## src/rtl/vendo_param.sv

```systemverilog
// Parametrised vending controller: coin credit, per-item price table, serial change.
// Everything runs on the board clock and advances on an internal divided clock-enable.
//
// state      | meaning
// -----------|---------------------------------------------------------------
// S_IDLE     | no credit held, waiting for coins (or a price-0 selection)
// S_COLLECT  | credit > 0, accepting coins, selection or cancel
// S_DISPENSE | disp one-hot pulse for one tick, then change or idle
// S_CHANGE   | alternating high/low change phases until credit reaches 0
module vendo_param #(
    parameter int                           N_ITEMS    = 4,
    parameter int                           PRICE_W    = 4,
    parameter int                           CREDIT_W   = 5,
    parameter logic [N_ITEMS*PRICE_W-1:0]   PRICE_LIST = {4'd9, 4'd7, 4'd6, 4'd5},
    parameter int                           DIV_COUNT  = 4
) (
    input  logic                clk,
    input  logic                nrst,
    input  logic [N_ITEMS-1:0]  sel,
    input  logic                p_1,
    input  logic                p_5,
    input  logic                cancel,
    output logic [N_ITEMS-1:0]  disp,
    output logic                change,
    output logic                coin_rej,
    output logic                busy,
    output logic [CREDIT_W-1:0] credit,
    output logic                tick_out
);

    localparam int CW1   = CREDIT_W + 1;
    localparam int CNT_W = (DIV_COUNT > 1) ? $clog2(DIV_COUNT) : 1;
    localparam logic [CW1-1:0]      CREDIT_MAX = {1'b0, {CREDIT_W{1'b1}}};
    localparam logic [CREDIT_W-1:0] ONE        = CREDIT_W'(1);
    localparam logic [CNT_W-1:0]    CNT_LAST   = CNT_W'(DIV_COUNT - 1);

    typedef enum logic [1:0] {S_IDLE, S_COLLECT, S_DISPENSE, S_CHANGE} state_t;

    logic [CNT_W-1:0]    r_div_cnt;
    logic                w_tick;
    state_t              r_state, w_state_nxt;
    logic [CREDIT_W-1:0] r_credit, w_credit_nxt;
    logic [N_ITEMS-1:0]  r_disp, w_disp_nxt;
    logic                r_change, w_change_nxt;
    logic                r_rej, w_rej_nxt;
    logic                r_busy, w_busy_nxt;
    logic                w_coin;
    logic                w_sel_ok;
    logic [CW1-1:0]      w_coin_val;
    logic [CW1-1:0]      w_sum;
    logic [CREDIT_W-1:0] w_price;

    assign w_tick = (r_div_cnt == CNT_LAST);

    always_ff @(posedge clk) begin
        if (!nrst) begin
            r_div_cnt <= '0;
        end else if (w_tick) begin
            r_div_cnt <= '0;
        end else begin
            r_div_cnt <= r_div_cnt + CNT_W'(1);
        end
    end

    assign w_coin     = p_1 | p_5;
    assign w_sel_ok   = $onehot(sel);
    assign w_coin_val = CW1'(p_1) + (p_5 ? CW1'(5) : CW1'(0));
    assign w_sum      = {1'b0, r_credit} + w_coin_val;

    // sel is one-hot whenever the price is used, so OR-ing the entries selects one
    always_comb begin
        w_price = '0;
        for (int i = 0; i < N_ITEMS; i++) begin
            if (sel[i]) w_price = w_price | CREDIT_W'(PRICE_LIST[i*PRICE_W +: PRICE_W]);
        end
    end

    always_comb begin
        w_state_nxt  = r_state;
        w_credit_nxt = r_credit;
        w_disp_nxt   = '0;
        w_change_nxt = 1'b0;
        w_rej_nxt    = 1'b0;
        case (r_state)
            S_IDLE, S_COLLECT: begin
                if (cancel && (r_credit != '0)) begin
                    w_state_nxt  = S_CHANGE;
                    w_change_nxt = 1'b1;
                    w_credit_nxt = r_credit - ONE;
                end else if (w_coin) begin
                    if (w_sum <= CREDIT_MAX) begin
                        w_credit_nxt = w_sum[CREDIT_W-1:0];
                        w_state_nxt  = S_COLLECT;
                    end else begin
                        w_rej_nxt = 1'b1;
                    end
                end else if (w_sel_ok && (r_credit >= w_price)) begin
                    w_credit_nxt = r_credit - w_price;
                    w_disp_nxt   = sel;
                    w_state_nxt  = S_DISPENSE;
                end
            end
            S_DISPENSE: begin
                w_rej_nxt = w_coin;
                if (r_credit != '0) begin
                    w_state_nxt  = S_CHANGE;
                    w_change_nxt = 1'b1;
                    w_credit_nxt = r_credit - ONE;
                end else begin
                    w_state_nxt = S_IDLE;
                end
            end
            S_CHANGE: begin
                // r_change doubles as the phase bit: high phase just emitted -> low phase now
                w_rej_nxt = w_coin;
                if (r_change) begin
                    if (r_credit == '0) w_state_nxt = S_IDLE;
                end else begin
                    w_change_nxt = 1'b1;
                    w_credit_nxt = r_credit - ONE;
                end
            end
            default: w_state_nxt = S_IDLE;
        endcase
        w_busy_nxt = (w_state_nxt == S_DISPENSE) || (w_state_nxt == S_CHANGE);
    end

    always_ff @(posedge clk) begin
        if (!nrst) begin
            r_state  <= S_IDLE;
            r_credit <= '0;
            r_disp   <= '0;
            r_change <= 1'b0;
            r_rej    <= 1'b0;
            r_busy   <= 1'b0;
        end else if (w_tick) begin
            r_state  <= w_state_nxt;
            r_credit <= w_credit_nxt;
            r_disp   <= w_disp_nxt;
            r_change <= w_change_nxt;
            r_rej    <= w_rej_nxt;
            r_busy   <= w_busy_nxt;
        end
    end

    assign disp     = r_disp;
    assign change   = r_change;
    assign coin_rej = r_rej;
    assign busy     = r_busy;
    assign credit   = r_credit;
    assign tick_out = nrst & w_tick;

endmodule

```

## config.mk

```make
export PLATFORM = sky130hd
export DESIGN_NAME = vendo_param
export DESIGN_NICKNAME = d
export VERILOG_FILES = /design/src/rtl/vendo_param.sv
export SDC_FILE = /design/constraint.sdc
export NUM_CORES = 1
export LEC_CHECK = 0
export CORE_ASPECT_RATIO = 0.7
export CORE_MARGIN = 2
export CORE_UTILIZATION = 46
export CTS_BUF_LIST = sky130_fd_sc_hd__clkbuf_16
export CTS_CLUSTER_SIZE = 28
export DETAILED_ROUTE_END_ITERATION = 8
export GPL_ROUTABILITY_DRIVEN = 0
export MAX_ROUTING_LAYER = met4
export PLACE_DENSITY_LB_ADDON = 0.15
export REMOVE_ABC_BUFFERS = 1
export SYNTH_ARGS = -nofsm -noshare
export SYNTH_HDL_FRONTEND = slang
export SYNTH_SLANG_ARGS = --single-unit
```

## constraint.sdc

```tcl
create_clock -name clk -period 2.5 [get_ports clk]
set_input_delay 0.375 -clock clk [delete_from_list [all_inputs] [get_ports clk]]
set_output_delay 0.375 -clock clk [all_outputs]
set_load 0.01 [all_outputs]
```

Word-level counts from Yosys, hierarchy flattened
Cells that the tools add are included.

storage, ports and cells
  register bits after elaboration = 16
  input bits = 9
  output and inout bits = 13
  logic and storage cells = 73

operators by class
  add/sub/neg operators = 8
  magnitude comparators = 2
  equality and inequality tests = 11
  muxes and demuxes = 32
  bitwise gates (word level) = 3
  reduce and logical (&&, ||, !) cells = 10

operators by type and width
  kind                                                                    number
  5-bit 2-to-1 mux                                                        6
  4-bit 2-to-1 mux                                                        5
  5-bit one-hot mux with 3 select lines                                   1
  2-bit 2-to-1 mux                                                        7
  3-bit 2-to-1 mux                                                        4
  2-bit == test (second input constant)                                   5
  4-bit != test (second input constant)                                   2
  5-bit by 4-bit adder with 6-bit output                                  1
  6-bit by 5-bit <= comparator with 1-bit output (second input constant)  1
  1-bit 2-to-1 mux                                                        6
  2-bit one-hot mux with 3 select lines                                   1
  2-bit OR reduction                                                      3
  5-bit greater-or-equal comparator                                       1
  5-bit zero test                                                         1
  5-bit AND reduction                                                     1
  5-bit nonzero test                                                      1
  5-bit by 1-bit subtractor with 5-bit output (second input constant)     1
  5-bit subtractor                                                        1
  1-bit by 1-bit adder with 2-bit output                                  2
  1-bit by 3-bit adder with 4-bit output                                  1
  2-bit != test (second input constant)                                   2
  2-bit by 2-bit adder with 3-bit output                                  1
  3-bit by 1-bit == test with 1-bit output (second input constant)        1
  1-bit one-hot mux with 3 select lines                                   1
  9 further kinds                                                         10

Depth between registers and ports, before layout
  depth after elaboration = 12
  mapped depth = 10
  mapped depth without buffers = 10

Worst setup path before layout
Ideal clock, no wire load.

  path type = in2reg
  from = in sel[0]
  to = reg r_credit[4] (netlist: credit[4])
  library setup time = 0.072 ns
  data arrival time = 2.285 ns
  slack = 0.142 ns
  stages = 10
  buffers on the path = 0
  path through = inv_1 fa_1 inv_1 ha_1 ha_1 nor2_1 o211a_1 o21ai_4 or3_1 a21oi_1

between the ends
  longest elaborated chain between the ends = 9

ends and longest elaborated chain
  item                                   line  text
  from (decl)                            19    input logic [N_ITEMS-1:0] sel,
  3-bit 2-to-1 mux (3 in a row)          74    if (sel[i]) w_price = w_price | CREDIT_W'(PRICE_LIST[i*PRICE_W +: PRICE_W]);
  4-bit 2-to-1 mux                       74
  5-bit subtractor                       98    w_credit_nxt = r_credit - w_price;
  5-bit 2-to-1 mux                       97    end else if (w_sel_ok && (r_credit >= w_price)) begin
  5-bit 2-to-1 mux                       90    end else if (w_coin) begin
  5-bit 2-to-1 mux                       86    if (cancel && (r_credit != '0)) begin
  5-bit one-hot mux with 3 select lines  84    case (r_state)
  to (signal assigned)                   138   r_credit <= w_credit_nxt;
  to (decl)                              42    logic [CREDIT_W-1:0] r_credit, w_credit_nxt;

Parallel ways exist; a longest one is shown, timed or not. The select of a mux whose other input is x is not followed.
A chain may end at the register's enable or synchronous reset.

Final worst setup path
  from = in p_1
  to = reg r_credit[3] (netlist: credit[3])

between the ends
  longest elaborated chain between the ends = 6

ends and longest elaborated chain
  item                                                                                            line  text
  from (decl)                                                                                     20    input logic p_1,
  parallel branches: the longest is 6 deep, another holds 5-bit by 4-bit adder with 6-bit output  --

Several ways; the timed one is not identified. The select of a mux whose other input is x is not followed.

==> impl_metrics.py <==
metrics = {
    "drt": {
        "wl_per_cell_um": 15.0,
        "vias": 1261,
        "postRouteAntennaNets": 0,
        "drt-total-wl_mm": 3.38,
        "routed_via_density": 5.60,
        "drt_iter0_drc": 65,
        "drt-pass1-iter-count": 4,
        "drc": 0,
    },
    "timing": {
        "period_share_pct": 98.8,
        "drv_slew": 0,
        "setup_ws_ns": 0.0301,
        "setup_viol": 0,
        "fmax_mhz": 405,
        "fin_crit_ns": 2.47,
        "skew_ns": 0.00327,
        "relSlewSlack_pct": 72.1,
        "worstMarginPinSlew_ns": 0.416,
        "hold_viol_final": 0,
        "rsz0062_at_grt": "true",
    },
    "clock_tree": {
        "cts_tree": "done",
        "cts_root_buf": "clkbuf_16",
        "cts.clk_slew.worst_paths_ns": 0.05,
        "ctsHoldBuffers": 0,
        "clock-sinks": 15,
        "cts_buffers": 3,
        "htreeDepth": 1,
        "cts_buffer_depth": 2,
        "worstSkewPairLatency_ns": 0.25,
    },
    "critical_path": {
        "rr_startpoint": "credit[0]$_SDFFE_PN0P_",
        "critPathLaunchType": "input pin",
        "worstPathArrival_ns": 2.59,
        "worstPathRequired_ns": 2.62,
        "rr_worst_depth": 9,
        "critPathKind": "in -> reg",
        "cp_max_fo": 5,
        "reg2reg_to": "credit[0]$_SDFFE_PN0P_",
        "reg2reg_setup_slack_ns": 0.05,
        "end_kind": "flip-flop",
    },
    "placement": {
        "placed_cells": 215,
        "dp_hpwl_mm": 2.41,
        "io_buffers": 21,
        "place_ws_ns": -0.486,
    },
    "power_and_ir_drop": {
        "p_per_area_mw_per_mm2": 438,
        "power.total_mw": 0.763,
        "leakage_nw": 0.722,
        "ir_worst_vdd_mv": 0.356,
    },
    "final_layout": {
        "finalNetCount": 215,
        "finalNonFillerCells": 225,
        "seq_area_um2": 300,
        "multi_input_area_um2": 858,
        "insertedDiodeCount": 0,
        "layout-drive-gt1-share_pct": 29.3,
        "num-fill-cells": 182,
        "syn2layout_area_growth_pct": 45.6,
    },
    "floorplanning": {
        "num_rows": 15,
        "io_pins": 22,
        "die_width_um": 65.0,
        "die-height_um": 46.7,
        "dieArea_mm2": 0.00303,
        "initial_core_util_pct": 48.7,
        "core_area_mm2": 0.00246,
    },
    "global_route": {
        "antenna_found_initial": 0,
        "grt_pass1_wl_mm": 5.21,
        "grt_pass1_vias": 1151,
        "overflow": 0,
        "track_usage_pct": 23.8,
        "grt_max_degree": 14,
    },
    "hold_path": {
        "hp-start": "r_div_cnt[0]$_SDFF_PP0_",
        "worstHoldPathCells": 1,
        "holdPathEnd": "r_div_cnt[0]$_SDFF_PP0_",
        "min_path_type": "reg -> reg",
    },
    "logic_synthesis": {
        "ys_async_sr_fraction_pct": 0,
        "synth_common_cells": "dfxtp_1 (15), nor2_1 (13), a21oi_1 (12), ha_1 (11), nand2_1 (10)",
        "synthesis.area_mm2": 0.00120,
        "synth-seq-area-share_pct": 25.1,
        "avgSynthCellArea_um2": 8.42,
        "synth_edf_count": 0,
        "synth_cell_types": 46,
        "netlist.area_leader.share_pct": 25.1,
        "ys_seq_elements": 15,
        "yosys-top-cells-area": "dfxtp_1 (25%), ha_1 (12%), a21oi_1 (5.0%)",
        "yosys_warnings": 0,
        "synth_top_area_cell": "dfxtp_1",
        "synth.most_common_cell": "dfxtp_1",
        "synthFlopType": "dfxtp_1",
        "syn_inst": 142,
    },
    "run_status": {
        "run_status": "finished, final reports clean",
    },
    "flow_run": {
        "cap_violations": 0,
    },
}
## worst max-delay path by stage
stage	end	cells past startpoint	startpoint
after detailed placement	credit[4]$_SDFFE_PN0P_	11	sel[0]
after global routing	credit[3]$_SDFFE_PN0P_	9	p_1
after global placement	credit[4]$_SDFFE_PN0P_	11	sel[0]
final	credit[3]$_SDFFE_PN0P_	9	p_1
after floorplan	credit[4]$_SDFFE_PN0P_	10	sel[0]
after CTS	credit[4]$_SDFFE_PN0P_	8	p_5
## repair_timing
action | in CTS | in global routing
buffers inserted | 3 | 3
pin swaps | 2 | 6
resized for setup | 6 | 13
setup endpoints to repair | 10 | 8
## placed cells by master, fill, tap and decap left out, types with 2 or more instances in the layout
cell type,instances
a21oi_1,9
a21oi_2,5
a22o_1,4
a31oi_1,2
and2_1,2
buf_4,29
clkbuf_16,3
clkdlybuf4s50_1,17
dfxtp_1,15
dlygate4sd2_1,2
fa_2,2
ha_1,11
inv_1,6
inv_2,3
nand2_1,10
nand2b_1,6
nand3_1,3
nor2_1,12
nor2b_1,5
nor3_1,3
o211ai_1,3
o21ai_0,4
o32ai_1,2
or3_1,2
## power by group
part	leakage (nW)	switching (mW)	internal [mW]
Sequential	0.121	0.00682	0.247
Combinational	0.560	0.100	0.0938
Clock	0.0409	0.101	0.214
Total	0.722	0.208	0.555
## final cells by class
| type | count | area share, % |
|---|---|---|
| Multi-Input combinational cell | 112 | 49.3 |
| Timing Repair Buffer | 50 | 24.3 |
| Sequential cell | 15 | 17.2 |
| Clock buffer | 3 | 4.31 |
| Tap cell | 34 | 2.44 |
| Inverter | 10 | 2.16 |
| Clock inverter | 1 | 0.287 |
## per-stage QoR
stage	instance area [µm²]	setup TNS [ns]	util [%]	hold WS, ns
floorplan	1160	0	-	0.404
global placement	1590	-3.51	64.6	0.417
detailed placement	1590	-4.15	64.6	0.452
CTS	1690	0	68.6	0.461
global route	1740	-0.0369	70.8	0.480
finish	1740	0	70.8	0.464
## cell families (layout without fill, tap and decap cells)
kind of cell,after synthesis,count (layout),share of synthesized area [%]
AOI/OAI and AO/OA,46,46,29.6
xor gates and xnor gates,2,2,1.46
adders and majority gates,14,14,16.5
buffers and inverters,15,64,5.96
DFF,15,15,25.1
muxes,1,1,0.837
and+or+nand+nor,49,49,20.5
## metal layers
| metal | share of wire (%) | GRT usage (%) |
|---|---|---|
| met3 | 6.6 | 5.13 |
| met2 | 45 | 37.9 |
| met4 | 1.4 | 4.68 |
| met1 | 47 | 31.6 |
| met5 | 0 | - |
## flip-flops by register name, summed over array words and instances, names as in the netlist
name	flops
r_div_cnt	2
coin_rej	1
credit	5
r_state	1
disp	4
busy	1
change	1
## worst max-delay path, stage by stage
cell	delay, ns
clkdlybuf4s50_1	0.46
fa_2	0.41
a31o_2	0.26
and3_1	0.24
a21oi_2	0.23
o21ai_4	0.11
buf_4	0.15
o211ai_1	0.25
o31ai_2	0.11
(Power assumes the default switching activity.)
